[src/rtl/pipeline_hazard_controller_if.sv]
`default_nettype none
// ============================================================================
// Module  : pipeline_hazard_controller_if
// Brief   : Hazard/stall control bundle between the pipeline and its controller.
// Rev     : 1.0
// ============================================================================
interface pipeline_hazard_controller_if;
    logic [1:0]  id_rs;
    logic [1:0]  id_rt;
    logic        id_uses_rs;
    logic        id_uses_rt;
    logic        ex_mem_read;
    logic        ex_reg_write;
    logic [1:0]  ex_rd;
    logic        ex_mispredict;
    logic        d_mem_req;
    logic        d_cache_ready;
    logic        i_cache_ready;
    logic        halt_req;
    logic        pc_write;
    logic        if_id_write;
    logic        flush_if_id;
    logic        stall;
    logic        stall_mem;
    logic        bubble;
    logic [1:0]  state;
    logic        mem_timeout;
    logic [15:0] stall_count;
    logic [15:0] bubble_count;

    modport master (
        output id_rs, id_rt, id_uses_rs, id_uses_rt, ex_mem_read, ex_reg_write,
               ex_rd, ex_mispredict, d_mem_req, d_cache_ready, i_cache_ready, halt_req,
        input  pc_write, if_id_write, flush_if_id, stall, stall_mem, bubble,
               state, mem_timeout, stall_count, bubble_count
    );

    modport slave (
        input  id_rs, id_rt, id_uses_rs, id_uses_rt, ex_mem_read, ex_reg_write,
               ex_rd, ex_mispredict, d_mem_req, d_cache_ready, i_cache_ready, halt_req,
        output pc_write, if_id_write, flush_if_id, stall, stall_mem, bubble,
               state, mem_timeout, stall_count, bubble_count
    );
endinterface
`default_nettype wire

[src/rtl/pipeline_hazard_controller.sv]
`default_nettype none
// ============================================================================
// Module  : pipeline_hazard_controller
// Brief   : Stall/flush/bubble control for a 5-stage pipeline with D-cache waits.
// Rev     : 1.0
// ============================================================================
module pipeline_hazard_controller #(
    parameter int MEM_TIMEOUT = 255
) (
    input  wire logic                    clk,
    input  wire logic                    reset_n,
    pipeline_hazard_controller_if.slave  hz
);
    typedef enum logic [1:0] {
        S_RUN      = 2'd0,
        S_MEM_WAIT = 2'd1,
        S_FLUSH    = 2'd2,
        S_HALTED   = 2'd3
    } state_t;

    localparam logic [7:0]  c_timeout = 8'(MEM_TIMEOUT);
    localparam logic [7:0]  c_wait_max = 8'hFF;
    localparam logic [15:0] c_cnt_max = 16'hFFFF;

    state_t      r_state;
    state_t      w_state_next;
    logic        r_miss_pend;
    logic        r_halt_pend;
    logic        r_mem_timeout;
    logic [7:0]  r_wait_cnt;
    logic [15:0] r_stall_count;
    logic [15:0] r_bubble_count;

    logic        w_miss;
    logic        w_load_use;
    logic        w_miss_pend_eff;
    logic        w_halt_pend_eff;
    logic [7:0]  w_wait_inc;
    logic        w_pc_write;
    logic        w_if_id_write;
    logic        w_flush_if_id;
    logic        w_stall;
    logic        w_stall_mem;
    logic        w_bubble;

    assign w_miss     = hz.d_mem_req & ~hz.d_cache_ready;
    assign w_load_use = hz.ex_mem_read & hz.ex_reg_write &
                        ((hz.id_uses_rs & (hz.id_rs == hz.ex_rd)) |
                         (hz.id_uses_rt & (hz.id_rt == hz.ex_rd)));

    // A redirect or halt arriving on the very cycle the fill completes still counts.
    assign w_miss_pend_eff = r_miss_pend | hz.ex_mispredict;
    assign w_halt_pend_eff = r_halt_pend | hz.halt_req;
    assign w_wait_inc      = (r_wait_cnt == c_wait_max) ? r_wait_cnt : r_wait_cnt + 8'd1;

    always_comb begin
        w_pc_write    = 1'b1;
        w_if_id_write = 1'b1;
        w_flush_if_id = 1'b0;
        w_stall       = 1'b0;
        w_stall_mem   = 1'b0;
        w_bubble      = 1'b0;
        w_state_next  = r_state;
        case (r_state)
            S_RUN, S_FLUSH: begin
                if (w_miss) begin
                    w_stall_mem   = 1'b1;
                    w_pc_write    = 1'b0;
                    w_if_id_write = 1'b0;
                end else if ((r_state == S_RUN) && hz.ex_mispredict) begin
                    w_bubble      = 1'b1;
                    w_flush_if_id = 1'b1;
                end else if (((r_state == S_RUN) && w_load_use) || !hz.i_cache_ready) begin
                    // In FLUSH the EX slot holds a squashed instruction, so no load-use.
                    w_stall       = 1'b1;
                    w_pc_write    = 1'b0;
                    w_if_id_write = 1'b0;
                end
                if (hz.halt_req)
                    w_state_next = S_HALTED;
                else if (w_miss)
                    w_state_next = S_MEM_WAIT;
                else if (w_bubble)
                    w_state_next = S_FLUSH;
                else
                    w_state_next = S_RUN;
            end
            S_MEM_WAIT: begin
                if (!hz.d_cache_ready) begin
                    w_stall_mem   = 1'b1;
                    w_pc_write    = 1'b0;
                    w_if_id_write = 1'b0;
                end else begin
                    if (w_miss_pend_eff) begin
                        w_bubble      = 1'b1;
                        w_flush_if_id = 1'b1;
                    end
                    if (w_halt_pend_eff)
                        w_state_next = S_HALTED;
                    else if (w_miss_pend_eff)
                        w_state_next = S_FLUSH;
                    else
                        w_state_next = S_RUN;
                end
            end
            default: begin
                w_stall       = 1'b1;
                w_pc_write    = 1'b0;
                w_if_id_write = 1'b0;
            end
        endcase
        if (!reset_n) begin
            w_pc_write    = 1'b0;
            w_if_id_write = 1'b0;
            w_flush_if_id = 1'b0;
            w_stall       = 1'b0;
            w_stall_mem   = 1'b0;
            w_bubble      = 1'b0;
        end
    end

    always_ff @(posedge clk or negedge reset_n) begin
        if (!reset_n) begin
            r_state        <= S_RUN;
            r_miss_pend    <= 1'b0;
            r_halt_pend    <= 1'b0;
            r_mem_timeout  <= 1'b0;
            r_wait_cnt     <= 8'd0;
            r_stall_count  <= 16'd0;
            r_bubble_count <= 16'd0;
        end else begin
            r_state <= w_state_next;
            if (r_state == S_MEM_WAIT) begin
                if (hz.d_cache_ready) begin
                    r_miss_pend <= 1'b0;
                    r_halt_pend <= 1'b0;
                end else begin
                    if (hz.ex_mispredict)
                        r_miss_pend <= 1'b1;
                    if (hz.halt_req)
                        r_halt_pend <= 1'b1;
                end
                r_wait_cnt <= w_wait_inc;
                if (w_wait_inc == c_timeout)
                    r_mem_timeout <= 1'b1;
            end else begin
                r_wait_cnt <= 8'd0;
                if (w_miss && hz.ex_mispredict && (r_state != S_HALTED))
                    r_miss_pend <= 1'b1;
            end
            if (!w_pc_write && (r_stall_count != c_cnt_max))
                r_stall_count <= r_stall_count + 16'd1;
            if (w_bubble && (r_bubble_count != c_cnt_max))
                r_bubble_count <= r_bubble_count + 16'd1;
        end
    end

    assign hz.pc_write     = w_pc_write;
    assign hz.if_id_write  = w_if_id_write;
    assign hz.flush_if_id  = w_flush_if_id;
    assign hz.stall        = w_stall;
    assign hz.stall_mem    = w_stall_mem;
    assign hz.bubble       = w_bubble;
    assign hz.state        = r_state;
    assign hz.mem_timeout  = r_mem_timeout;
    assign hz.stall_count  = r_stall_count;
    assign hz.bubble_count = r_bubble_count;
endmodule
`default_nettype wire
[src/flat_wrapper.sv]
// flat-port wrapper written by rule: the top's interface ports become plain ports
module pipeline_hazard_controller_flat 
#(
    parameter int MEM_TIMEOUT = 255
)
  (clk, reset_n, hz_id_rs, hz_id_rt, hz_id_uses_rs, hz_id_uses_rt, hz_ex_mem_read, hz_ex_reg_write, hz_ex_rd, hz_ex_mispredict, hz_d_mem_req, hz_d_cache_ready, hz_i_cache_ready, hz_halt_req, hz_pc_write, hz_if_id_write, hz_flush_if_id, hz_stall, hz_stall_mem, hz_bubble, hz_state, hz_mem_timeout, hz_stall_count, hz_bubble_count);
  pipeline_hazard_controller_if hz_i ();
  input  wire logic clk;
  input  wire logic reset_n;
  input wire logic [$bits(hz_i.id_rs)-1:0] hz_id_rs;
  input wire logic [$bits(hz_i.id_rt)-1:0] hz_id_rt;
  input wire logic [$bits(hz_i.id_uses_rs)-1:0] hz_id_uses_rs;
  input wire logic [$bits(hz_i.id_uses_rt)-1:0] hz_id_uses_rt;
  input wire logic [$bits(hz_i.ex_mem_read)-1:0] hz_ex_mem_read;
  input wire logic [$bits(hz_i.ex_reg_write)-1:0] hz_ex_reg_write;
  input wire logic [$bits(hz_i.ex_rd)-1:0] hz_ex_rd;
  input wire logic [$bits(hz_i.ex_mispredict)-1:0] hz_ex_mispredict;
  input wire logic [$bits(hz_i.d_mem_req)-1:0] hz_d_mem_req;
  input wire logic [$bits(hz_i.d_cache_ready)-1:0] hz_d_cache_ready;
  input wire logic [$bits(hz_i.i_cache_ready)-1:0] hz_i_cache_ready;
  input wire logic [$bits(hz_i.halt_req)-1:0] hz_halt_req;
  output wire logic [$bits(hz_i.pc_write)-1:0] hz_pc_write;
  output wire logic [$bits(hz_i.if_id_write)-1:0] hz_if_id_write;
  output wire logic [$bits(hz_i.flush_if_id)-1:0] hz_flush_if_id;
  output wire logic [$bits(hz_i.stall)-1:0] hz_stall;
  output wire logic [$bits(hz_i.stall_mem)-1:0] hz_stall_mem;
  output wire logic [$bits(hz_i.bubble)-1:0] hz_bubble;
  output wire logic [$bits(hz_i.state)-1:0] hz_state;
  output wire logic [$bits(hz_i.mem_timeout)-1:0] hz_mem_timeout;
  output wire logic [$bits(hz_i.stall_count)-1:0] hz_stall_count;
  output wire logic [$bits(hz_i.bubble_count)-1:0] hz_bubble_count;
  assign hz_i.id_rs = hz_id_rs;
  assign hz_i.id_rt = hz_id_rt;
  assign hz_i.id_uses_rs = hz_id_uses_rs;
  assign hz_i.id_uses_rt = hz_id_uses_rt;
  assign hz_i.ex_mem_read = hz_ex_mem_read;
  assign hz_i.ex_reg_write = hz_ex_reg_write;
  assign hz_i.ex_rd = hz_ex_rd;
  assign hz_i.ex_mispredict = hz_ex_mispredict;
  assign hz_i.d_mem_req = hz_d_mem_req;
  assign hz_i.d_cache_ready = hz_d_cache_ready;
  assign hz_i.i_cache_ready = hz_i_cache_ready;
  assign hz_i.halt_req = hz_halt_req;
  assign hz_pc_write = hz_i.pc_write;
  assign hz_if_id_write = hz_i.if_id_write;
  assign hz_flush_if_id = hz_i.flush_if_id;
  assign hz_stall = hz_i.stall;
  assign hz_stall_mem = hz_i.stall_mem;
  assign hz_bubble = hz_i.bubble;
  assign hz_state = hz_i.state;
  assign hz_mem_timeout = hz_i.mem_timeout;
  assign hz_stall_count = hz_i.stall_count;
  assign hz_bubble_count = hz_i.bubble_count;
  pipeline_hazard_controller #(.MEM_TIMEOUT(MEM_TIMEOUT)) u_core (.clk(clk), .reset_n(reset_n), .hz(hz_i));
endmodule
[config.mk]
export PLATFORM = sky130hd
export DESIGN_NAME = pipeline_hazard_controller_flat
export DESIGN_NICKNAME = d
export VERILOG_FILES = /design/src/rtl/pipeline_hazard_controller_if.sv /design/src/rtl/pipeline_hazard_controller.sv /design/src/flat_wrapper.sv
export SDC_FILE = /design/constraint.sdc
export NUM_CORES = 1
export LEC_CHECK = 0
export ABC_AREA = 1
export CORE_MARGIN = 1.5
export CORE_UTILIZATION = 45
export DETAILED_ROUTE_END_ITERATION = 10
export GPL_TIMING_DRIVEN = 0
export PLACE_DENSITY_LB_ADDON = 0.12
export SETUP_SLACK_MARGIN = 0.1
export SLEW_MARGIN = 20
export SYNTH_ARGS = -nofsm -noshare
export SYNTH_HDL_FRONTEND = slang
export SYNTH_SLANG_ARGS = --single-unit
[constraint.sdc]
create_clock -name clk -period 5.53 [get_ports clk]
set_input_delay 1.106 -clock clk [delete_from_list [all_inputs] [get_ports clk]]
set_output_delay 1.106 -clock clk [all_outputs]
set_load 0.01 [all_outputs]
[Word level (Yosys, flattened, before mapping)]
Index checks and enable logic that the tools add are counted.
Word-level totals
  ROM bits: 0
  memories kept: 0
  bits of input ports: 17
  RAM bits: 0
  register bits: 45
  word-level logic and storage cells: 87
  bits in latches: 0
Cells by class
  shifts and indexed selects: 0
  div/mod/pow operators: 0
  $add $sub $neg: 3
  $mul: 0
  reduce and logical (&&, ||, !) cells: 18
  muxes and demuxes: 39
  equal/unequal tests: 11
  bitwise gates (word level): 9
  order comparisons: 0
Operators with widths (count)
  16-bit by 1-bit adder with 16-bit output, second input constant: 2
  16-bit inequality test, second input constant: 2
  1-bit 2-to-1 mux: 25
  8-bit equality test, second input constant: 2
  8-bit 2-to-1 mux: 2
  2-bit 2-to-1 mux: 6
  1-bit case mux with 2 select lines: 5
  8-bit by 1-bit adder with 8-bit output, second input constant: 1
  2-bit AND reduction: 4
  1-bit logical AND: 6
  2-bit nonzero test: 3
  1-bit AND: 5
  2-bit equality test: 2
  2-bit inequality test, second input constant: 2
  2-bit case mux with 2 select lines: 1
  3-bit inequality test, second input constant: 1
  1-bit OR: 3
  2-bit by 1-bit equality test with 1-bit output, second input constant: 1
  2-bit equality test, second input constant: 1
  1-bit zero test: 2
  2-bit zero test: 1
  2-bit OR reduction: 1
  1-bit logical OR: 1
  1-bit NOT: 1

[Logic depth before layout (Yosys ltp)]
  depth after elaboration: 13
  mapped depth: 15
  gate-level depth less buffers: 14

[Worst setup path after synthesis]
Ideal clock, no wire load.
  path type: in2out
  from: input port hz_ex_rd[1]
  to: output port hz_pc_write
  stages on the path: 13
  data required time: 4.424 ns
  setup slack: 2.204 ns
  arrival: 2.220 ns
  cell sequence: inv_1 -> or2_0 -> nand3_1 -> nand2_1 -> nand2_1 -> nand2_1 -> nand2_1 -> nand2_1 -> nand2_1 -> nand2_4 -> buf_2 -> inv_1 -> buf_4
Between the ends
  word-level cells in the longest chain between the ends: 11
Ends and longest elaborated chain
  start: declaration: RTL line flat_wrapper.sv:16  | input wire logic [$bits(hz_i.ex_rd)-1:0] hz_ex_rd;
  2-bit equality test, on equally long branches: RTL line pipeline_hazard_controller.sv:48, pipeline_hazard_controller.sv:49
  1-bit AND, on equally long branches: RTL line pipeline_hazard_controller.sv:48, pipeline_hazard_controller.sv:49
  1-bit OR (*): RTL line pipeline_hazard_controller.sv:48  | ((hz.id_uses_rs & (hz.id_rs == hz.ex_rd)) |
  1-bit AND (*): RTL line pipeline_hazard_controller.sv:47  | assign w_load_use = hz.ex_mem_read & hz.ex_reg_write &
  1-bit logical AND (*): RTL line pipeline_hazard_controller.sv:73  | end else if (((r_state == S_RUN) && w_load_use) || !hz.i_cache_ready) begin
  1-bit logical OR (*): RTL line pipeline_hazard_controller.sv:73
  1-bit 2-to-1 mux (*) (3 in series)
  1-bit case mux with 2 select lines (*)
  1-bit 2-to-1 mux (*)
  end: declaration: RTL line flat_wrapper.sv:22  | output wire logic [$bits(hz_i.pc_write)-1:0] hz_pc_write;
Every way passes the cells marked *; elsewhere a longest branch is shown, timed or not.

[Worst setup path in the final report]
  from: input port hz_ex_rd[1]
  to: output port hz_pc_write
Between the ends
  word-level cells in the longest chain between the ends: 11
Ends and longest elaborated chain
  2-bit equality test, on equally long branches: RTL line pipeline_hazard_controller.sv:48, pipeline_hazard_controller.sv:49
  1-bit AND, on equally long branches: RTL line pipeline_hazard_controller.sv:48, pipeline_hazard_controller.sv:49
  1-bit OR (*): RTL line pipeline_hazard_controller.sv:48
  1-bit AND (*): RTL line pipeline_hazard_controller.sv:47
  1-bit logical AND (*): RTL line pipeline_hazard_controller.sv:73
  1-bit logical OR (*): RTL line pipeline_hazard_controller.sv:73
  1-bit 2-to-1 mux (*): RTL line pipeline_hazard_controller.sv:73
  1-bit 2-to-1 mux (*): RTL line pipeline_hazard_controller.sv:70  | end else if ((r_state == S_RUN) && hz.ex_mispredict) begin
  1-bit 2-to-1 mux (*): RTL line pipeline_hazard_controller.sv:66  | if (w_miss) begin
  1-bit case mux with 2 select lines (*): RTL line pipeline_hazard_controller.sv:64  | case (r_state)
  1-bit 2-to-1 mux (*): RTL line pipeline_hazard_controller.sv:112  | if (!reset_n) begin
Marked as above.

==> out/results.txt <==
The run finished with clean final reports. The total of buffers placed on input and output ports works out to 57. The tools report the number of clock sinks as 45. Internal power component: 0.560 mW.

Data on the critical path arrives at its endpoint at 3.32 ns. The floorplan step set the die width to 79.7 um. TritonCTS built the clock tree.

Of all nets on the critical path, the largest fanout is 10. Dividing total power by cell area gives a power density of 237 nW/um^2. The overall die height is 79.7 um.

Setup repair after global routing left no endpoint under its margin. The run gives 19.5% as the combined global-route utilization of all metal layers. In this run, CTS created clock tree buffers numbering 5.

The setup path with the least slack is of type in -> out. The number of global-route vias before repair is 2,205, and the area occupied by multi-input gates is 1350 sq um. After Yosys synthesis, and, or, nand and nor cells account for 32.8% of the synthesized area. Mux cell area share after synthesis: 0%. For the proportion of power drawn by flip-flops and latches, the log shows 50.7%. Yosys mapped the design onto 33 distinct sky130hd cell types. For the H-tree level count, the log shows 2. The main combinational cell family by area after synthesis was simple AND/OR/NAND/NOR gates. For this run, asynchronously set or reset flops after synthesis account for 100%. After detailed routing, the number of remaining DRC violations is 0.

The final antenna-violating net count is 0. The die covers 6350 sq um. The total area inside the core boundary comes to 5610 sq um.

After synthesis, the cell types taking the most area are sky130_fd_sc_hd__dfrtp_1 (43%), sky130_fd_sc_hd__nand2_1 (13%), sky130_fd_sc_hd__xor2_1 (7.9%), sky130_fd_sc_hd__nand3_1 (6.2%), sky130_fd_sc_hd__inv_1 (4.5%). The run gives 0 as the number of hold-slack violations in the final timing report. Fill cells in the final layout number 524.

The worst setup path is captured at a primary output. For the largest net degree at the start of global routing, the log shows 50. The flip-flop cell with the highest count after synthesis was sky130_fd_sc_hd__dfrtp_1.

Setup violations remaining at the end of the flow were counted as 0. The type of element launching the critical path is a primary input. For this run, the detailed router's first-pass iteration total came to 5.

Setup slack on the critical path of the routed design comes to 1.10 ns. Buffers added to address setup during post-CTS repair amount to 0. The average footprint of a synthesized cell was 7.86 sq um. No sink is reached through more buffers than the 2 on the longest clock path. The run gives 337 as the gate count of the mapped netlist. The logs give 357 for the post-synthesis net count and 0.859 for the final weighted congestion in routability-driven placement. The clock period minus worst slack came out at 4.43 ns. For this design the static power due to leakage is 1.57 nW. For the setup slack at placement, the log shows 1.08 ns. The tools report the data required time at the worst endpoint as 4.42 ns.

The floorplan has 27 rows. Number of antenna violations at the first check in global routing: 0. IR analysis of the VDD net gives a maximum drop of 0.140 mV. At the end of the flow, the number of nets in the layout was 421.

The logs give 0 for the global-route congestion overflow total and 2,358 for the via total after detailed routing. In this run, synthesis produced a sequential element count of 45. The synthesized netlist devotes 1.42% of its cell area to adder and majority cells. The clock tree root driver cell was sky130_fd_sc_hd__clkbuf_8.

The share of total power dissipated in the clock network is 25.3%. Dividing the final minimum period by the clock period gives 80.0%. The biggest area consumer among synthesized cells was sky130_fd_sc_hd__dfrtp_1. For the post-DP HPWL, the log shows 4.24 mm. Clock-pin slew was measured on the worst setup and hold paths at 0.08 ns.

The routed design has 5.73 mm of wire. The detail-routed via count per cell came out at 4.99. The tightest min-delay check is of the reg -> reg type. The number of max-slew violations in the final report came out at 0. The final worst hold slack is 0.467 ns.

At the pin with the least slew margin, the transition time is 0.631 ns. The run gives 0.00674 ns as the setup skew after layout. Number of flops mapped to enable cells by yosys: 0. The clock insertion delay at the later pin of the skew report was 0.29 ns.

After detailed routing, the average wire length per cell comes to 12.1 um. Once the floorplan was initialized, standard cells occupied 47.2% of the core. Global-route wire length before repair: 9.83 mm. The synthesized netlist devotes 10.9% of its cell area to XOR and XNOR gates. Count of max-cap constraint violations: 0. For the net switching component of the power, the log shows 0.242 mW. The sequential cells in the finished layout cover a total of 1130 sq um. The fraction of power consumed by combinational cells was 24.0%; the switching share of total power was 30.2%.

Share of Yosys cell area claimed by the top area cell type: 42.5%. Once the clock tree was built, the resizer swapped 0 gates to a different size. The top achievable clock speed came out at 0.226 GHz. Yosys printed 0 warnings.

The number of top-level design ports is 58, and the mapped cell area is 2650 sq um. Relative to the synthesized area, the layout overhead comes to 28.1%. Summing the areas of all compound-gate instances in the mapped netlist gives 5.72% of the synthesized area. After the first detailed-routing iteration, the DRC count stood at 68. Cells with a size suffix above 1 make up 7.73% of the layout.

Hold repair after CTS inserted 0 buffers. For the antenna cell count, the log shows 0. Sequential elements use 42.5% of the synthesized area. Measured against its own limit, the worst slew margin works out to 58.0%.
## flip-flops by register name, summed over array words and instances, names as in the netlist
register	flops
u_core.hz.bubble_count	16
u_core.hz.mem_timeout	1
u_core.hz.stall_count	16
u_core.hz.state	2
u_core.r_halt_pend	1
u_core.r_miss_pend	1
u_core.r_wait_cnt	8
## metrics by stage
stage	area, sq um	power (mW)	util (%)	std cells	TNS (ns)
3_5_place_dp	3310	0.607	58.9	466	0
4_1_cts	3390	0.815	60.5	473	0
3_3_place_gp	3310	0.602	59.0	466	-0.0753
5_1_grt	3390	0.851	60.5	473	0
2_1_floorplan	2650	0.507	-	337	0
6_report	3390	0.802	60.5	473	0
## cell usage after synthesis (3+ instances only)
library cell               n
sky130_fd_sc_hd__a21oi_1   6
sky130_fd_sc_hd__dfrtp_1  45
sky130_fd_sc_hd__ha_1      3
sky130_fd_sc_hd__inv_1    32
sky130_fd_sc_hd__inv_2     4
sky130_fd_sc_hd__nand2_1  90
sky130_fd_sc_hd__nand2_2   3
sky130_fd_sc_hd__nand2_4   3
sky130_fd_sc_hd__nand3_1  33
sky130_fd_sc_hd__nand4_1   7
sky130_fd_sc_hd__nor2_1   27
sky130_fd_sc_hd__nor2_2    5
sky130_fd_sc_hd__nor3_1    8
sky130_fd_sc_hd__nor4_1    6
sky130_fd_sc_hd__o21ai_0  10
sky130_fd_sc_hd__xnor2_1   9
sky130_fd_sc_hd__xor2_1   24
## cell usage in the layout (no fill, tap or decap), types with 3 or more instances in the layout
cell type / n
sky130_fd_sc_hd__inv_2: 4
sky130_fd_sc_hd__nand3_1: 33
sky130_fd_sc_hd__inv_1: 32
sky130_fd_sc_hd__xnor2_1: 9
sky130_fd_sc_hd__xor2_1: 24
sky130_fd_sc_hd__nor3_1: 8
sky130_fd_sc_hd__nor4_1: 6
sky130_fd_sc_hd__nand2_4: 3
sky130_fd_sc_hd__nand4_1: 7
sky130_fd_sc_hd__o21ai_0: 10
sky130_fd_sc_hd__a21oi_1: 6
sky130_fd_sc_hd__nand2_2: 3
sky130_fd_sc_hd__clkbuf_8: 6
sky130_fd_sc_hd__nor2_2: 5
sky130_fd_sc_hd__ha_1: 3
sky130_fd_sc_hd__nand2_1: 90
sky130_fd_sc_hd__dfrtp_1: 45
sky130_fd_sc_hd__buf_4: 3
sky130_fd_sc_hd__clkdlybuf4s50_1: 56
sky130_fd_sc_hd__nor2_1: 27
## critical path: stages
cell	delay (ns)
sky130_fd_sc_hd__clkdlybuf4s50_1	0.47
sky130_fd_sc_hd__inv_1	0.06
sky130_fd_sc_hd__or2_0	0.19
sky130_fd_sc_hd__nand3_1	0.08
sky130_fd_sc_hd__nand2_1	0.05
sky130_fd_sc_hd__nand2_1	0.05
sky130_fd_sc_hd__nand2_1	0.05
sky130_fd_sc_hd__nand2_1	0.07
sky130_fd_sc_hd__nand2_1	0.06
sky130_fd_sc_hd__nand2_1	0.09
sky130_fd_sc_hd__nand2_4	0.11
sky130_fd_sc_hd__buf_2	0.23
sky130_fd_sc_hd__inv_1	0.09
sky130_fd_sc_hd__buf_4	0.10
sky130_fd_sc_hd__clkdlybuf4s50_1	0.52
## power groups by stage
stage,registers [mW],clock network (mW),logic (mW)
2_1_floorplan,0.413,0,0.0939
3_3_place_gp,0.412,0,0.189
3_5_place_dp,0.412,0,0.195
4_1_cts,0.406,0.214,0.195
5_1_grt,0.412,0.224,0.214
6_report,0.406,0.203,0.193
## logic make-up after synthesis
kind of cell	after synthesis
XOR/XNOR	33
buffers and inverters	42
AND/OR/NAND/NOR	188
adder cells (fa/ha/maj)	3
flip-flops	45
AO/OA/AOI/OAI	26
## final timing paths
path	from	to	slack, ns	depth (start not counted)
worst max-delay path	hz_ex_rd[1]	hz_pc_write	1.10	15
worst min-delay path	u_core.hz.mem_timeout	u_core.hz.mem_timeout	0.47	2
worst max register to register	u_core.hz.stall_count[0]	u_core.hz.stall_count[11]	3.60	9
worst min register to register	u_core.hz.mem_timeout	u_core.hz.mem_timeout	0.47	2
max in group asynchronous	reset_n	u_core.hz.stall_count[9]	4.27	1
min in group asynchronous	reset_n	u_core.hz.bubble_count[15]	0.83	1
## per-layer routing
layer,up-vias,wire length [um],global-route usage [%],part of all wire [%]
met4,0,43,5.61,0.75
li1,1224,-,-,-
met3,5,251,4.00,4.4
met1,1082,2820,26.2,49
met5,-,0,0,0
met2,47,2610,31.6,46
## area by class of cell
cell class | instances | area share, %
inverters | 36 | 3.98
repair buffers | 57 | 16.7
flip-flops and latches | 45 | 33.2
multi-input cells | 250 | 39.7
clock buffers | 7 | 2.55
plain buffers | 6 | 1.18
well taps | 72 | 2.66
No activity file was read; power rests on OpenSTA's default activity.
